### config.mk
export PLATFORM = sky130hd
export DESIGN_NAME = tdm_demux_4to1
export DESIGN_NICKNAME = d
export VERILOG_FILES = /design/src/rtl/tdm_pkg.sv /design/src/rtl/tdm_demux_4to1.sv
export SDC_FILE = /design/constraint.sdc
export NUM_CORES = 1
export LEC_CHECK = 0
export CAP_MARGIN = 25
export CORE_MARGIN = 5
export CORE_UTILIZATION = 44
export CTS_CLUSTER_DIAMETER = 80
export DETAILED_ROUTE_END_ITERATION = 8
export PLACE_DENSITY = 0.72
export SYNTH_ARGS = -nofsm -noshare
export SYNTH_HDL_FRONTEND = slang
export SYNTH_SLANG_ARGS = --single-unit
### constraint.sdc
create_clock -name Clock -period 2.2 [get_ports Clock]
set_input_delay 0.44 -clock Clock [delete_from_list [all_inputs] [get_ports Clock]]
set_output_delay 0.44 -clock Clock [all_outputs]
set_load 0.01 [all_outputs]
### src/rtl/tdm_pkg.sv
// tdm_pkg: slot indices, frame size and FSM state encoding for the TDM demultiplexer.
package tdm_pkg;
  localparam int NUM_SLOTS = 4;
  localparam logic [1:0] SLOT_A = 2'd0;
  localparam logic [1:0] SLOT_B = 2'd1;
  localparam logic [1:0] SLOT_C = 2'd2;
  localparam logic [1:0] SLOT_D = 2'd3;
  localparam logic [0:0] HUNT = 1'b0;
  localparam logic [0:0] COLLECT = 1'b1;
endpackage

### src/rtl/tdm_demux_4to1.sv
// tdm_demux_4to1: reassembles serial A,B,C,D beats into a parallel frame with
// first-slot alignment, sync-error detection and valid/ready on both sides.
module tdm_demux_4to1
  import tdm_pkg::*;
#(
  parameter int DATA_WIDTH = 2
) (
  input  logic                  Clock,
  input  logic                  Reset_n,
  input  logic [DATA_WIDTH-1:0] In_data,
  input  logic                  In_valid,
  input  logic                  In_first,
  output logic                  In_ready,
  output logic [DATA_WIDTH-1:0] A,
  output logic [DATA_WIDTH-1:0] B,
  output logic [DATA_WIDTH-1:0] C,
  output logic [DATA_WIDTH-1:0] D,
  output logic                  Out_valid,
  input  logic                  Out_ready,
  output logic [1:0]            Slot,
  output logic                  Sync_error
);
  logic [0:0] state;
  logic [DATA_WIDTH-1:0] s0, s1, s2;
  logic acc;
  // Only the completing beat stalls, and only while an unconsumed frame occupies A..D.
  assign In_ready = !(Slot == SLOT_D && Out_valid && !Out_ready);
  assign acc = In_valid && In_ready;
  always_ff @(posedge Clock or negedge Reset_n) begin
    if (!Reset_n) begin
      state <= HUNT;
      Slot <= SLOT_A;
      Sync_error <= 1'b0;
      Out_valid <= 1'b0;
      s0 <= '0;
      s1 <= '0;
      s2 <= '0;
      A <= '0;
      B <= '0;
      C <= '0;
      D <= '0;
    end else begin
      Sync_error <= 1'b0;
      if (Out_valid && Out_ready) Out_valid <= 1'b0;
      if (acc) begin
        if (In_first) begin
          s0 <= In_data;
          Slot <= SLOT_B;
          state <= COLLECT;
          Sync_error <= state == COLLECT && Slot != SLOT_A;
        end else if (state == COLLECT) begin
          if (Slot == SLOT_A) begin
            Sync_error <= 1'b1;
            state <= HUNT;
          end else if (Slot == SLOT_D) begin
            A <= s0;
            B <= s1;
            C <= s2;
            D <= In_data;
            Out_valid <= 1'b1;
            Slot <= SLOT_A;
          end else begin
            if (Slot == SLOT_B) s1 <= In_data;
            else s2 <= In_data;
            Slot <= Slot + 2'd1;
          end
        end
      end
    end
  end
endmodule

Word-level counts from Yosys, hierarchy flattened
Cells that the tools add are included.
{"block": "totals", "wordCells": 51, "register_bits": 19, "in_bits": 7, "out_inout_bits": 13}
{"block": "op_classes", "eq_ne": 3, "reduce_logical": 15, "mux": 17, "bitwise": 4, "addsub": 1}
{"operator": "$mux W1", "count": 13}
{"operator": "$reduce_and A6 Y1", "count": 2}
{"operator": "$mux W2", "count": 4}
{"operator": "$logic_and A1 B1 Y1", "count": 5}
{"operator": "$reduce_and A5 Y1", "count": 1}
{"operator": "$not A1 Y1", "count": 4}
{"operator": "$reduce_bool A2 Y1", "count": 2}
{"operator": "$reduce_and A3 Y1", "count": 1}
{"operator": "$add A2 B1 Y2 const B", "count": 1}
{"operator": "$eq A2 B1 Y1 const B", "count": 1}
{"operator": "$eq A2 B2 Y1 const B", "count": 1}
{"operator": "$logic_not A1 Y1", "count": 2}
{"operator": "$logic_not A2 Y1", "count": 1}
{"operator": "$ne A2 B2 Y1 const B", "count": 1}
{"operator": "$reduce_and A2 Y1", "count": 1}

Depth between registers and ports, before layout
{"block": "logic_depth", "word_depth": 7, "depth_mapped": 5}

Worst setup path before layout
Ideal clock, no wire load.
{"block": "synth_timing", "path_kind": "register to register", "from": "register Slot[0]", "to": "register s2[0]", "stages_incl_launch_ff": 6, "slack_ns": 0.497, "t_required_ns": 2.075, "path_buffers": 0, "synth_period_minus_slack_ns": 1.703, "arrival_time_ns": 1.578, "path_cell_list": "dfrtp_1 inv_1 ha_1 nand4bb_1 or3_4 mux2_4"}
{"block": "synth_between", "elab_chain_cells": 6, "word_cells_on_any_way": 11, "cone_classes": "eq/ne: 2; bitwise: 3; reduce/logical: 6"}
{"element": "from (decl)", "line_no": "tdm_demux_4to1.sv:20", "text": "output logic [1:0] Slot,"}
{"element": "from (signal assigned)", "line_no": "tdm_demux_4to1.sv:65", "text": "Slot <= Slot + 2'd1;"}
{"element": "$eq A2 B2 Y1", "line_no": "tdm_demux_4to1.sv:27, tdm_demux_4to1.sv:55"}
{"element": "$logic_and A1 B1 Y1 (2 in series)", "line_no": "tdm_demux_4to1.sv:27", "text": "assign In_ready = !(Slot == SLOT_D && Out_valid && !Out_ready);"}
{"element": "$logic_not A1 Y1", "line_no": "tdm_demux_4to1.sv:27"}
{"element": "$logic_and A1 B1 Y1", "line_no": "tdm_demux_4to1.sv:28", "text": "assign acc = In_valid && In_ready;"}
{"element": "$reduce_and A6 Y1 (no line) (*)"}
{"element": "to (signal assigned)", "line_no": "tdm_demux_4to1.sv:64", "text": "else s2 <= In_data;"}
{"element": "to (decl)", "line_no": "tdm_demux_4to1.sv:24", "text": "logic [DATA_WIDTH-1:0] s0, s1, s2;"}
Mark *: on every way between the ends. The rest lies on a longest branch, timed or not.
A chain may end at the register's enable or synchronous reset.

Worst setup path after layout
{"block": "layout_timing", "from": "register Slot[0]", "to": "output port In_ready"}
{"block": "layout_between", "elab_chain_cells": 4}
{"element": "$eq A2 B2 Y1", "line_no": "tdm_demux_4to1.sv:27"}
{"element": "$logic_and A1 B1 Y1 (2 in series)", "line_no": "tdm_demux_4to1.sv:27"}
{"element": "$logic_not A1 Y1", "line_no": "tdm_demux_4to1.sv:27"}
{"element": "to (decl)", "line_no": "tdm_demux_4to1.sv:13", "text": "output logic In_ready,"}
Every way passes these cells.

==> reports/results.ini <==
[global_routing]
grt_pass1_wl_mm=2.77
grt_max_degree=20
overflow=0
antenna_found_initial=0
grt_pass1_vias=597
grt_util_all_layers_pct=13.4

[outcome]
run_status=finished, final reports clean

[worst_setup_path]
path_buf_inv=1
arrival_ns=1.64
required_ns=1.76
cpPeakStageDelay_ns=0.54
ff2ff_setup_slack_ns=0.33
endpoint=In_ready
endpoint_kind=output port
crit_slowest_cell=clkdlybuf4s50_1
r2r_end=D[1]$_DFFE_PN0P_
cp_cell_sequence=ha_2, nand3b_2, clkdlybuf4s50_1
reg2regPathDepth=5
r2r-start=Slot[0]$_DFFE_PN0P_
startpoint_type=flop
critPathKind=reg2out
setup.worst_path.start=Slot[0]$_DFFE_PN0P_
cp_top_family=buffers and inverters
critical_path.max_fanout=5
crit_cells=3

[yosys]
async_reset_ff_share_pct=100
synth_area_per_cell_um2=13.7
yosysWarningCount=0
synth.top_cell.area_share_pct=55.8
synth_flop_cell=dfrtp_1
synth.most_common_cell=dfrtp_1
syn_nets=72
ys_top_cells_by_area=dfrtp_1 56%, mux2_2 16%, ha_1 4.4%, mux2_4 3.5%, nand2_1 1.8%
synth_commonest_cells=19 x dfrtp_1, 12 x mux2_2, 4 x nand2_1
yosysUniqueCellTypes=24
yosys.area.top_type=dfrtp_1
synth_edf_count=0
ys_seq_elements=19
seq_area_frac_synth_pct=55.8
netlist_area_um2=852
syn_inst=62

[clocking]
cts_buffers=3
cts_tree=yes
cts.clk_slew.worst_paths_ns=0.10
postCtsHoldBufs=0
root_buffer=clkbuf_4
cts_max_level=1
cts.sinks=19
cts_buffer_depth=2
clock_latency_ns=0.30
cts-resized-gates=0
postCtsSetupBuffers=0

[route]
antenna_left=0
finalWirelength_mm=1.62
drtIter0Drc=3
wl_per_cell_um=14.0
detail_route.vias_per_cell=5.06
drc=0
drt_first_pass_iters=3
vias=582

[place]
place.gp.congestion=0.814
port_buffers=19
hpwl_mm=1.23
dpl_cell_area_um2=1100
preCtsSetupSlack_ns=0.178

[sta]
hold_viol_final=0
setup_ws_ns=0.119
timing.fmax_mhz=481
relSlewSlack_pct=78.6
setup-violations-final=0
worst_pin_slew_ns=0.320
fin_tns_setup_ns=0
final.period_utilization_pct=94.6
drv_slew=0
skew_ns=0.00653
period_needed_ns=2.08
rsz0062_at_grt=no

[floorplan]
io_pins=20
dieArea_um2=2920
die_w_um=54.0
die_h_um=54.0
rows=16
coreArea_um2=1900
initial_core_util_pct=44.8

[power]
p_clk_share_pct=13.3
p_leak_uw=0.000537
switchingPower_uw=411
powerDensity_nw_per_um2=1160
internal_power_uw=895
power.share.sequential_pct=43.5
peakVddDrop_uv=555
p_total_uw=1310
combPwrFrac_pct=43.2
swShare_pct=31.5

[layout]
diodes=0
fin_util_pct=59.3
fill_cells=154
fin_area_um2=1130
syn2layout_area_growth_pct=32.3
drive_above_1_share_pct=29.5
layout.nets=99

[worst_hold_path]
hold_class=in2async

[flow_run]
drv_cap=0

[metrics by stage]
stage               hold WS, ns  cells
global placement          0.487    111
finish                    0.455    115
global route              0.463    115
CTS                       0.459    115
detailed placement        0.490    111
floorplan                 0.144     62
[power by group through the flow]
| stage | registers [µW] | clock network, µW | logic [µW] |
|---|---|---|---|
| after floorplan | 601 | 0 | 277 |
| after global placement | 568 | 0 | 554 |
| after detailed placement | 575 | 0 | 568 |
| after CTS | 568 | 182 | 571 |
| after global routing | 588 | 200 | 616 |
| final | 568 | 174 | 564 |
[state kept, by name, indices dropped and copies added, names as in the netlist]
signal / flops
B: 2
C: 2
state: 1
s2: 2
D: 2
Slot: 2
Out_valid: 1
s0: 2
s1: 2
A: 2
Sync_error: 1
[metal layers]
metal	part of all wire, %	vias up	wire (µm)	global-route usage [%]
li1	-	275	-	-
met1	44	291	718	16.0
met2	50	14	806	22.2
met3	4.6	2	75	5.26
met4	0.93	0	15	3.73
met5	0	-	0	0
[kinds of logic after synthesis]
family                     synth area share [%]
DFF                                        55.8
adders and majority gates                  4.41
and+or+nand+nor                            14.4
muxes                                      19.4
buffers and inverters                     0.881
xor gates and xnor gates                   1.03
AOI/OAI and AO/OA                          4.11
[worst reg2reg max path, delay by kind of cell, from the launching register on]
family / cells / cell delay, ns
multiplexers: 1 / 0.38
adder cells (fa/ha/maj): 1 / 0.25
buffers and inverters: 1 / 0.09
AND/OR/NAND/NOR: 2 / 0.60
flip-flops: 1 / 0.44
[worst min path at each step]
stage,start,to,slack [ns],cells after the start
2_1_floorplan,Reset_n,A[0]$_DFFE_PN0P_,0.14,0
3_3_place_gp,C[0]$_DFFE_PN0P_,C[0]$_DFFE_PN0P_,0.49,1
3_5_place_dp,s1[1]$_DFFE_PN0P_,s1[1]$_DFFE_PN0P_,0.49,1
4_1_cts,Reset_n,Sync_error$_DFF_PN0_,0.46,2
5_1_grt,Reset_n,D[0]$_DFFE_PN0P_,0.46,2
6_report,Reset_n,Sync_error$_DFF_PN0_,0.46,2
[layout make-up]
cell class	instances	area (µm²)	area share [%]
well taps	27	33.8	3.00
inverters	2	7.51	0.666
clock buffers	4	26.3	2.33
multi-input cells	41	372	33.0
flip-flops and latches	19	475	42.2
repair buffers	22	213	18.9
[cells in the final DEF, fill, tap and decap left out, drive strengths merged, types with 3 or more instances in the layout]
| cell | instances |
|---|---|
| buf | 3 |
| dfrtp | 19 |
| clkdlybuf4s50 | 19 |
| nand2 | 4 |
| mux2 | 14 |
| clkbuf | 4 |
| ha | 3 |
(Power assumes the default switching activity.)
